<file path="src/rtl/div_sequencer_pkg.sv">
// Shared types for the RV32M divide sequencer: op encoding and FSM states.
package div_sequencer_pkg;
  typedef enum logic [1:0] {DIV = 2'b00, DIVU = 2'b01, REM = 2'b10, REMU = 2'b11} div_op_t;
  typedef enum logic [1:0] {IDLE = 2'b00, BUSY = 2'b01, DONE = 2'b10} div_state_t;

  // op[0] clear means signed, op[1] set means remainder is returned
  function automatic logic op_is_signed(input logic [1:0] op);
    return ~op[0];
  endfunction

  function automatic logic op_is_rem(input logic [1:0] op);
    return op[1];
  endfunction
endpackage

</file>
<file path="src/rtl/div_step.sv">
// One restoring-division iteration; the quotient register doubles as the dividend shifter.
module div_step #(
  parameter int DATA_WIDTH = 32
) (
  input  logic [DATA_WIDTH:0]   rem,
  input  logic [DATA_WIDTH-1:0] quo,
  input  logic [DATA_WIDTH-1:0] dvs,
  output logic [DATA_WIDTH:0]   rem_nxt,
  output logic [DATA_WIDTH-1:0] quo_nxt
);
  logic [DATA_WIDTH+1:0] shf, diff;

  always_comb begin
    shf     = {rem, quo[DATA_WIDTH-1]};
    diff    = shf - {2'b00, dvs};
    rem_nxt = diff[DATA_WIDTH+1] ? shf[DATA_WIDTH:0] : diff[DATA_WIDTH:0];
    quo_nxt = {quo[DATA_WIDTH-2:0], ~diff[DATA_WIDTH+1]};
  end
endmodule

</file>
<file path="src/rtl/div_sequencer.sv">
// Multi-cycle RV32M div/rem sequencer: stalls the pipe while iterating, pulses valid_o once.
module div_sequencer
  import div_sequencer_pkg::*;
#(
  parameter int DATA_WIDTH = 32,
  parameter int DIV_ITERS  = DATA_WIDTH
) (
  input  logic                  clk,
  input  logic                  rst_n,
  input  logic                  start,
  input  logic [1:0]            op,
  input  logic [DATA_WIDTH-1:0] a,
  input  logic [DATA_WIDTH-1:0] b,
  input  logic [4:0]            rd_in,
  input  logic                  flush,
  output logic                  stall_o,
  output logic                  valid_o,
  output logic [DATA_WIDTH-1:0] result,
  output logic [4:0]            rd_out
);
  localparam int CW = $clog2(DIV_ITERS + 1);
  localparam logic [CW-1:0] LAST = CW'(DIV_ITERS - 1);
  localparam logic [DATA_WIDTH-1:0] MIN_NEG = {1'b1, {(DATA_WIDTH-1){1'b0}}};

  div_state_t            state;
  div_op_t               op_q;
  logic                  neg_q, valid_q;
  logic [CW-1:0]         cnt;
  logic [DATA_WIDTH:0]   rem_q, rem_nxt;
  logic [DATA_WIDTH-1:0] quo_q, quo_nxt, dvs_q;
  logic [4:0]            rd_q;

  logic                  sgn, a_neg, b_neg, div_zero, ovf, accept, neg_in;
  logic [DATA_WIDTH-1:0] a_abs, b_abs, special_res, fin_q, fin_r, final_res;

  always_comb begin
    sgn         = op_is_signed(op);
    a_neg       = sgn & a[DATA_WIDTH-1];
    b_neg       = sgn & b[DATA_WIDTH-1];
    a_abs       = a_neg ? -a : a;
    b_abs       = b_neg ? -b : b;
    div_zero    = (b == '0);
    ovf         = sgn & (a == MIN_NEG) & (b == '1);
    accept      = (state == IDLE) & start & ~flush;
    neg_in      = op_is_rem(op) ? a_neg : (a_neg ^ b_neg);
    // divide-by-zero wins over overflow since b=0 can't also be -1
    special_res = op_is_rem(op) ? (div_zero ? a : '0) : (div_zero ? '1 : MIN_NEG);
    fin_q       = neg_q ? -quo_nxt : quo_nxt;
    fin_r       = neg_q ? -rem_nxt[DATA_WIDTH-1:0] : rem_nxt[DATA_WIDTH-1:0];
    final_res   = op_is_rem(op_q) ? fin_r : fin_q;
  end

  div_step #(.DATA_WIDTH(DATA_WIDTH)) u_step (
    .rem(rem_q), .quo(quo_q), .dvs(dvs_q), .rem_nxt(rem_nxt), .quo_nxt(quo_nxt)
  );

  assign stall_o = accept | (state == BUSY);
  // a flush landing on the DONE cycle must still suppress the result
  assign valid_o = valid_q & ~flush;

  always_ff @(posedge clk or negedge rst_n) begin
    if (!rst_n) begin
      state   <= IDLE;
      op_q    <= DIV;
      neg_q   <= 1'b0;
      valid_q <= 1'b0;
      cnt     <= '0;
      rem_q   <= '0;
      quo_q   <= '0;
      dvs_q   <= '0;
      rd_q    <= '0;
      result  <= '0;
      rd_out  <= '0;
    end else begin
      valid_q <= 1'b0;
      case (state)
        IDLE: if (accept) begin
          op_q  <= div_op_t'(op);
          rd_q  <= rd_in;
          neg_q <= neg_in;
          cnt   <= '0;
          if (div_zero | ovf) begin
            result  <= special_res;
            rd_out  <= rd_in;
            valid_q <= 1'b1;
            state   <= DONE;
          end else begin
            rem_q <= '0;
            quo_q <= a_abs;
            dvs_q <= b_abs;
            state <= BUSY;
          end
        end
        BUSY: if (flush) begin
          state <= IDLE;
        end else begin
          rem_q <= rem_nxt;
          quo_q <= quo_nxt;
          cnt   <= cnt + 1'b1;
          if (cnt == LAST) begin
            result  <= final_res;
            rd_out  <= rd_q;
            valid_q <= 1'b1;
            state   <= DONE;
          end
        end
        DONE:    state <= IDLE;
        default: state <= IDLE;
      endcase
    end
  end
endmodule
</file>
<file path="config.mk">
export PLATFORM = sky130hd
export DESIGN_NAME = div_sequencer
export DESIGN_NICKNAME = d
export VERILOG_FILES = /design/src/rtl/div_sequencer_pkg.sv /design/src/rtl/div_step.sv /design/src/rtl/div_sequencer.sv
export SDC_FILE = /design/constraint.sdc
export NUM_CORES = 1
export LEC_CHECK = 0
export BUFFER_PORTS_ARGS = -buffer_cell sky130_fd_sc_hd__buf_2
export CORE_UTILIZATION = 33
export CTS_CLUSTER_SIZE = 28
export DETAILED_ROUTE_END_ITERATION = 7
export PLACE_DENSITY = 0.59
export SYNTH_ARGS = -nofsm -noshare
export SYNTH_HDL_FRONTEND = slang
export SYNTH_SLANG_ARGS = --single-unit
</file>
<file path="constraint.sdc">
create_clock -name clk -period 10.6 [get_ports clk]
set_input_delay 1.59 -clock clk [delete_from_list [all_inputs] [get_ports clk]]
set_output_delay 1.59 -clock clk [all_outputs]
set_load 0.05 [all_outputs]
</file>
**Word level (Yosys, flattened, before mapping)**

Index checks and enable logic that the tools add are counted.

- Output and inout port bits: 39
- Logic and storage cells: 91
- Register bits: 151
- Bits of input ports: 75

- Add/sub/neg operators: 6
- Equal/unequal tests: 10
- Bitwise gates (word level): 14
- Reduce and logical (&&, ||, !) cells: 9
- Multiplexer cells: 41

Operators with widths:

| kind | count |
|---|---|
| 32-bit 2-to-1 mux | 14 |
| 33-bit 2-to-1 mux | 4 |
| 32-bit negator | 4 |
| 32-bit case mux with 2 select lines | 2 |
| 33-bit case mux with 2 select lines | 1 |
| 32-bit equality test (second input constant) | 2 |
| 34-bit by 32-bit subtractor with 34-bit output | 1 |
| 32-bit logical NOT | 1 |
| 31-bit 2-to-1 mux | 1 |
| 5-bit 2-to-1 mux | 4 |
| 6-bit 2-to-1 mux | 2 |
| 6-bit case mux with 2 select lines | 1 |
| 5-bit case mux with 2 select lines | 1 |
| 2-bit 2-to-1 mux | 4 |
| 1-bit AND | 7 |
| 6-bit by 1-bit adder with 6-bit output (second input constant) | 1 |
| 6-bit by 5-bit equality test with 1-bit output (second input constant) | 1 |
| 2-bit != test (second input constant) | 3 |
| 3-bit AND reduction | 2 |
| 1-bit 2-to-1 mux | 5 |
| 5-bit AND reduction | 1 |
| 2-bit by 1-bit != test with 1-bit output (second input constant) | 2 |
| 1-bit inverter | 4 |
| 2-bit case mux with 2 select lines | 1 |
| other kinds (9) | 11 |

**Longest topological paths before layout**

- Word-level depth: 8
- Mapped depth: 23
- Gate-level depth less buffers: 20

**Modules after synthesis**

From an unflattened synthesis, not the netlist that was laid out.

- Cell total of the unflattened synthesis: 1497
- Area, all modules: 12313.1 um^2

By module, submodules not included:

| module | times used | area an instance (um^2) | cells each | sequential area each (um^2) |
|---|---|---|---|---|
| div_sequencer | 1 | 9867.0 | 1160 | 3753.6 |
| div_step | 1 | 2446.1 | 337 | 0.0 |

**Worst setup path before layout**

No wires, ideal clock.

- Path kind: register to register
- Start point: reg rem_q[29]
- End point: reg result[30]
- Clock period less this slack: 4.793 ns
- Arrival: 4.697 ns
- Path slack: 5.807 ns
- Path buffers: 2
- Data required time: 10.504 ns
- Library setup time: 0.096 ns
- Stages on the path, launching flop included: 22
- Cell sequence: dfrtp_1 -> ha_1 -> a21o_1 -> a211o_1 -> a2111oi_2 -> or2_2 -> and3_4 -> nor2_8 -> inv_4 -> buf_2 -> buf_1 -> nor2_1 -> a21oi_1 -> ha_1 -> nor4b_1 -> and2_1 -> mux2i_1 -> or3_4 -> o41ai_2 -> xor2_1 -> a21oi_1 -> a311oi_2

- Cells in the longest elaborated chain, start to end: 8
- Elaborated cells between the ends (all ways): 11
- Those cells by class: 3 x add/sub; 7 x mux; 1 x bitwise

Ends and longest elaborated chain:

| element | line | RTL |
|---|---|---|
| from (decl) | div_sequencer.sv:29 | `logic [DATA_WIDTH:0] rem_q, rem_nxt;` |
| from (signal assigned) | div_sequencer.sv:97 | `rem_q <= rem_nxt;` |
| 34-bit by 32-bit subtractor with 34-bit output | div_step.sv:15 | `diff = shf - {2'b00, dvs};` |
| 33-bit 2-to-1 mux or 1-bit inverter (tied branches) | div_step.sv:16, div_step.sv:17 |  |
| 32-bit negator (on tied branches) | div_sequencer.sv:49, div_sequencer.sv:48 |  |
| 32-bit 2-to-1 mux (on tied branches) | div_sequencer.sv:49, div_sequencer.sv:48 |  |
| 32-bit 2-to-1 mux (*) | div_sequencer.sv:50 | `final_res = op_is_rem(op_q) ? fin_r : fin_q;` |
| 32-bit 2-to-1 mux (*) | div_sequencer.sv:100 | `if (cnt == LAST) begin` |
| 32-bit 2-to-1 mux (*) | div_sequencer.sv:94 | `BUSY: if (flush) begin` |
| 32-bit case mux with 2 select lines (*) | div_sequencer.sv:76 | `case (state)` |
| to (signal assigned) | div_sequencer.sv:83 | `result <= special_res;` |
| to (signal assigned) | div_sequencer.sv:101 | `result <= final_res;` |
| to (decl) | div_sequencer.sv:18 | `output logic [DATA_WIDTH-1:0] result,` |

Mark *: on every way between the ends. The rest lies on a longest branch, timed or not. The select of a mux whose other input is x is not followed.
A chain may end at the register's enable or synchronous reset.

**Worst setup path after layout**

- Start point: reg rem_q[22]
- End point: reg result[30]

The elaborated chain is that of the path after synthesis.

==> results.rst <==
.. list-table::
   :header-rows: 1

   * - Metric
     - Value
   * - Final global-route overflow total
     - 0
   * - Hold-fix buffers, CTS
     - 0
   * - Max-cap check violation count
     - 0
   * - Flip-flop cell with the highest count after synthesis
     - dfrtp_1
   * - DIE WIDTH
     - 192 um
   * - Maximum fanout along the worst path
     - 46
   * - Drt drc
     - 0
   * - Least-Margin Pin Slew
     - 1.12 ns
   * - Critical Path Start Type
     - flop
   * - Ys async rst share
     - 100%
   * - Vias per cell
     - 5.56
   * - Outcome
     - complete, no violations
   * - Number of search-and-repair iterations in the first detailed-routing pass
     - 7
   * - Yosys Warn Count
     - 0
   * - Power density relative to cell area
     - 154 nW/um^2
   * - Number of distinct library cells after synthesis
     - 85
   * - Global placement routability congestion
     - 0.927
   * - Setup slack after layout
     - 4.81 ns
   * - Wire length of the first global-routing pass
     - 62.1 mm
   * - Clock latency at the later pin of the worst-skew pair
     - 0.45 ns
   * - Number of hold violations in the final report
     - 0
   * - Clock buffers created by TritonCTS
     - 17
   * - Die area
     - 36,900 um^2
   * - Sequential fraction of the synthesis area
     - 31.4%
   * - Parity-gate share of the synthesized area counting xor and xnor cells
     - 10.1%
   * - Clock net sink count
     - 150
   * - Post-Synth Simple-Gate Area
     - 20.8%
   * - Placeable core region
     - 35,600 um^2
   * - Routed wire length
     - 39.6 mm
   * - Arrival time of the worst setup path
     - 6.15 ns
   * - CP required
     - 10.97 ns
   * - Dominant combinational cell family by area after synthesis
     - compound AO/OA/AOI/OAI gates
   * - Leakage power
     - 5.76 nW
   * - Depth of the CTS H-tree
     - 4
   * - Number of setup buffers added after CTS
     - 0
   * - Number of placement rows
     - 69
   * - Final count of negative-setup-slack endpoints
     - 0
   * - Share of post-route cells with drive strength above 1
     - 11.8%
   * - Kind of path behind the tightest hold check
     - flop to flop
   * - Pre-CTS worst setup slack
     - 4.72 ns
   * - Half-perimeter wire length of the detailed placement result
     - 29.5 mm
   * - Tot GR Track Use
     - 21.8%
   * - Post-layout minimum cycle time
     - 5.79 ns
   * - Total Nets Final
     - 1,716
   * - Antenna violations before repair
     - 2
   * - Overall die height
     - 192 um
   * - Buffers added on ports
     - 113
   * - Clock tree skew after final layout
     - 0.0211 ns
   * - CTS resizes
     - 0
   * - Net count of the mapped netlist
     - 1,659
   * - Initial cell density of the core
     - 33.6%
   * - Maximum achievable frequency
     - 173 MHz
   * - Via count of the first global-routing pass
     - 10.8k
   * - Final antenna-violating net count
     - 0
   * - Fraction of the mapped netlist area in compound gates
     - 25.3%
   * - Peak VDD IR
     - 95.4 uV
   * - Number of top-level pins
     - 114
   * - Slew HR
     - 24.8%
   * - Starting DRC count in detailed routing
     - 1,146
   * - Clock tree from TritonCTS
     - done
   * - Synth top area share
     - 31.4%
   * - CTS clock-pin slew for the worst setup and hold paths
     - 0.08 ns
   * - Synthesis-to-finish area growth
     - 12.5%
   * - Average footprint of a synthesized cell
     - 7.73 um^2
   * - Synthesized cell area
     - 11,900 um^2
   * - Post-synth EDFFs
     - 0
   * - Max Root-Sink Buffers
     - 2
   * - Most frequent cell after synthesis
     - nand2_1
   * - CTS root buffer
     - clkbuf_16
   * - Commonest cells in the netlist
     - nand2_1 (247), o21ai_0 (180), dfrtp_1 (150), a21oi_1 (113), nor2_1 (113)
   * - Cell taking the most area after synthesis
     - dfrtp_1
   * - Element type at the critical path end
     - flop
   * - Total number of vias
     - 11.6k
   * - Setup_tns
     - 0 ns
   * - Multiplexer share of the synthesized area
     - 3.36%
   * - Pin count of the biggest net entering global routing
     - 97
   * - Total count of max-transition violations in the final report
     - 0
   * - Top cells by area in the synthesized netlist
     - dfrtp_1 (31%), nand2_1 (7.8%), o21ai_0 (7.5%)
   * - Unrepaired setup endpoints after global routing
     - no
   * - Cells after Synth
     - 1,545
   * - Final Cycle Share
     - 54.6%
   * - Total of flip-flops plus latches after synthesis
     - 150
   * - Wirelength per Cell
     - 19.1 um
   * - Adder and majority gate portion of the synthesized area
     - 4.15%
   * - Crit path kind
     - flop to flop
==> routing by layer <==
layer	global-route usage, %	vias to the layer above	routed length [um]	part of all wire, %
li1	-	5630	-	-
met1	31.9	5381	18600	47
met2	32.1	500	16700	42
met3	4.51	43	3610	9.1
met4	5.63	0	666	1.7
met5	0	-	0	0
==> registers in the layout, summed over array words and instances, names as in the netlist <==
signal,count
op_q,1
result,32
rd_out,5
state,2
rem_q,33
dvs_q,32
valid_q,1
neg_q,1
quo_q,32
cnt,6
rd_q,5
==> cell type report <==
type	instances	area, um^2
diodes	1	2.50
flip-flops and latches	150	3750
multi-input cells	1248	7630
clock buffers	18	439
repair buffers	123	647
clock inverters	14	143
inverters	62	235
fillers	3697	22100
well taps	461	577
==> kinds of logic after synthesis <==
group / count (synthesis)
AND/OR/NAND/NOR: 536
buffers and inverters: 147
AO/OA/AOI/OAI: 497
flip-flops: 150
multiplexers: 39
XOR/XNOR: 137
adder cells (fa/ha/maj): 39
==> cells in the final DEF (no fill, tap or decap), types with 14 or more instances in the layout <==
| cell | instances |
|---|---|
| mux2i_1 | 33 |
| o31ai_1 | 25 |
| buf_2 | 112 |
| clkbuf_16 | 17 |
| or3_1 | 20 |
| nand4_1 | 19 |
| a31oi_1 | 22 |
| o211ai_1 | 29 |
| nor3_1 | 34 |
| dfrtp_1 | 150 |
| nor4_1 | 17 |
| xor2_1 | 58 |
| o21ai_1 | 32 |
| nand2b_1 | 19 |
| nand2_1 | 247 |
| o21ai_0 | 180 |
| a21oi_1 | 113 |
| ha_1 | 38 |
| nand3_1 | 14 |
| inv_1 | 60 |
| xnor2_1 | 79 |
| nor2_1 | 111 |
==> through the flow <==
step                utilization (%)  cells  power [mW]  cell area [um^2]  hold slack [ns]
floorplan                         -   1545        1.22             11900            0.439
global placement               36.1   2044        1.43             12800            0.454
detailed placement             36.1   2044        1.44             12800            0.463
CTS                            37.7   2076        2.06             13400            0.476
global route                   37.7   2076        2.19             13400            0.499
finish                         37.7   2077        2.07             13400            0.468
==> power by group <==
part           leakage, nW  switching, mW  internal [mW]
sequential            1.97         0.0711          0.644
combinational         3.51          0.470          0.259
clock                0.275          0.287          0.336
==> path summary, 6_finish.rpt <==
kind | startpoint | to | slack (ns) | cells after the start
worst min register to register | cnt[5] | cnt[5] | 0.47 | 1
worst min-delay path | cnt[5] | cnt[5] | 0.47 | 1
worst max register to register | rem_q[22] | result[30] | 4.81 | 18
max in group asynchronous | rst_n | dvs_q[30] | 7.99 | 2
min in group asynchronous | rst_n | result[13] | 1.23 | 1
worst max-delay path | rem_q[22] | result[30] | 4.81 | 18
==> critical path, cell delays in order, from the launching register on <==
cell and delay (ns):
dfrtp_1 0.45, ha_1 0.43, nand2_1 0.13, nor4_1 0.38, o2111ai_1 0.17, a31o_1 0.24, and3_4 0.22, nor2_8 0.64
inv_4 0.33, mux2i_1 0.35, ha_1 0.27, nor4b_1 0.46, and2_1 0.20, mux2i_1 0.16, or3_4 0.45, o41ai_2 0.32
xor2_1 0.19, a21oi_1 0.09, a311oi_2 0.19
No activity file was read; power rests on OpenSTA's default activity.
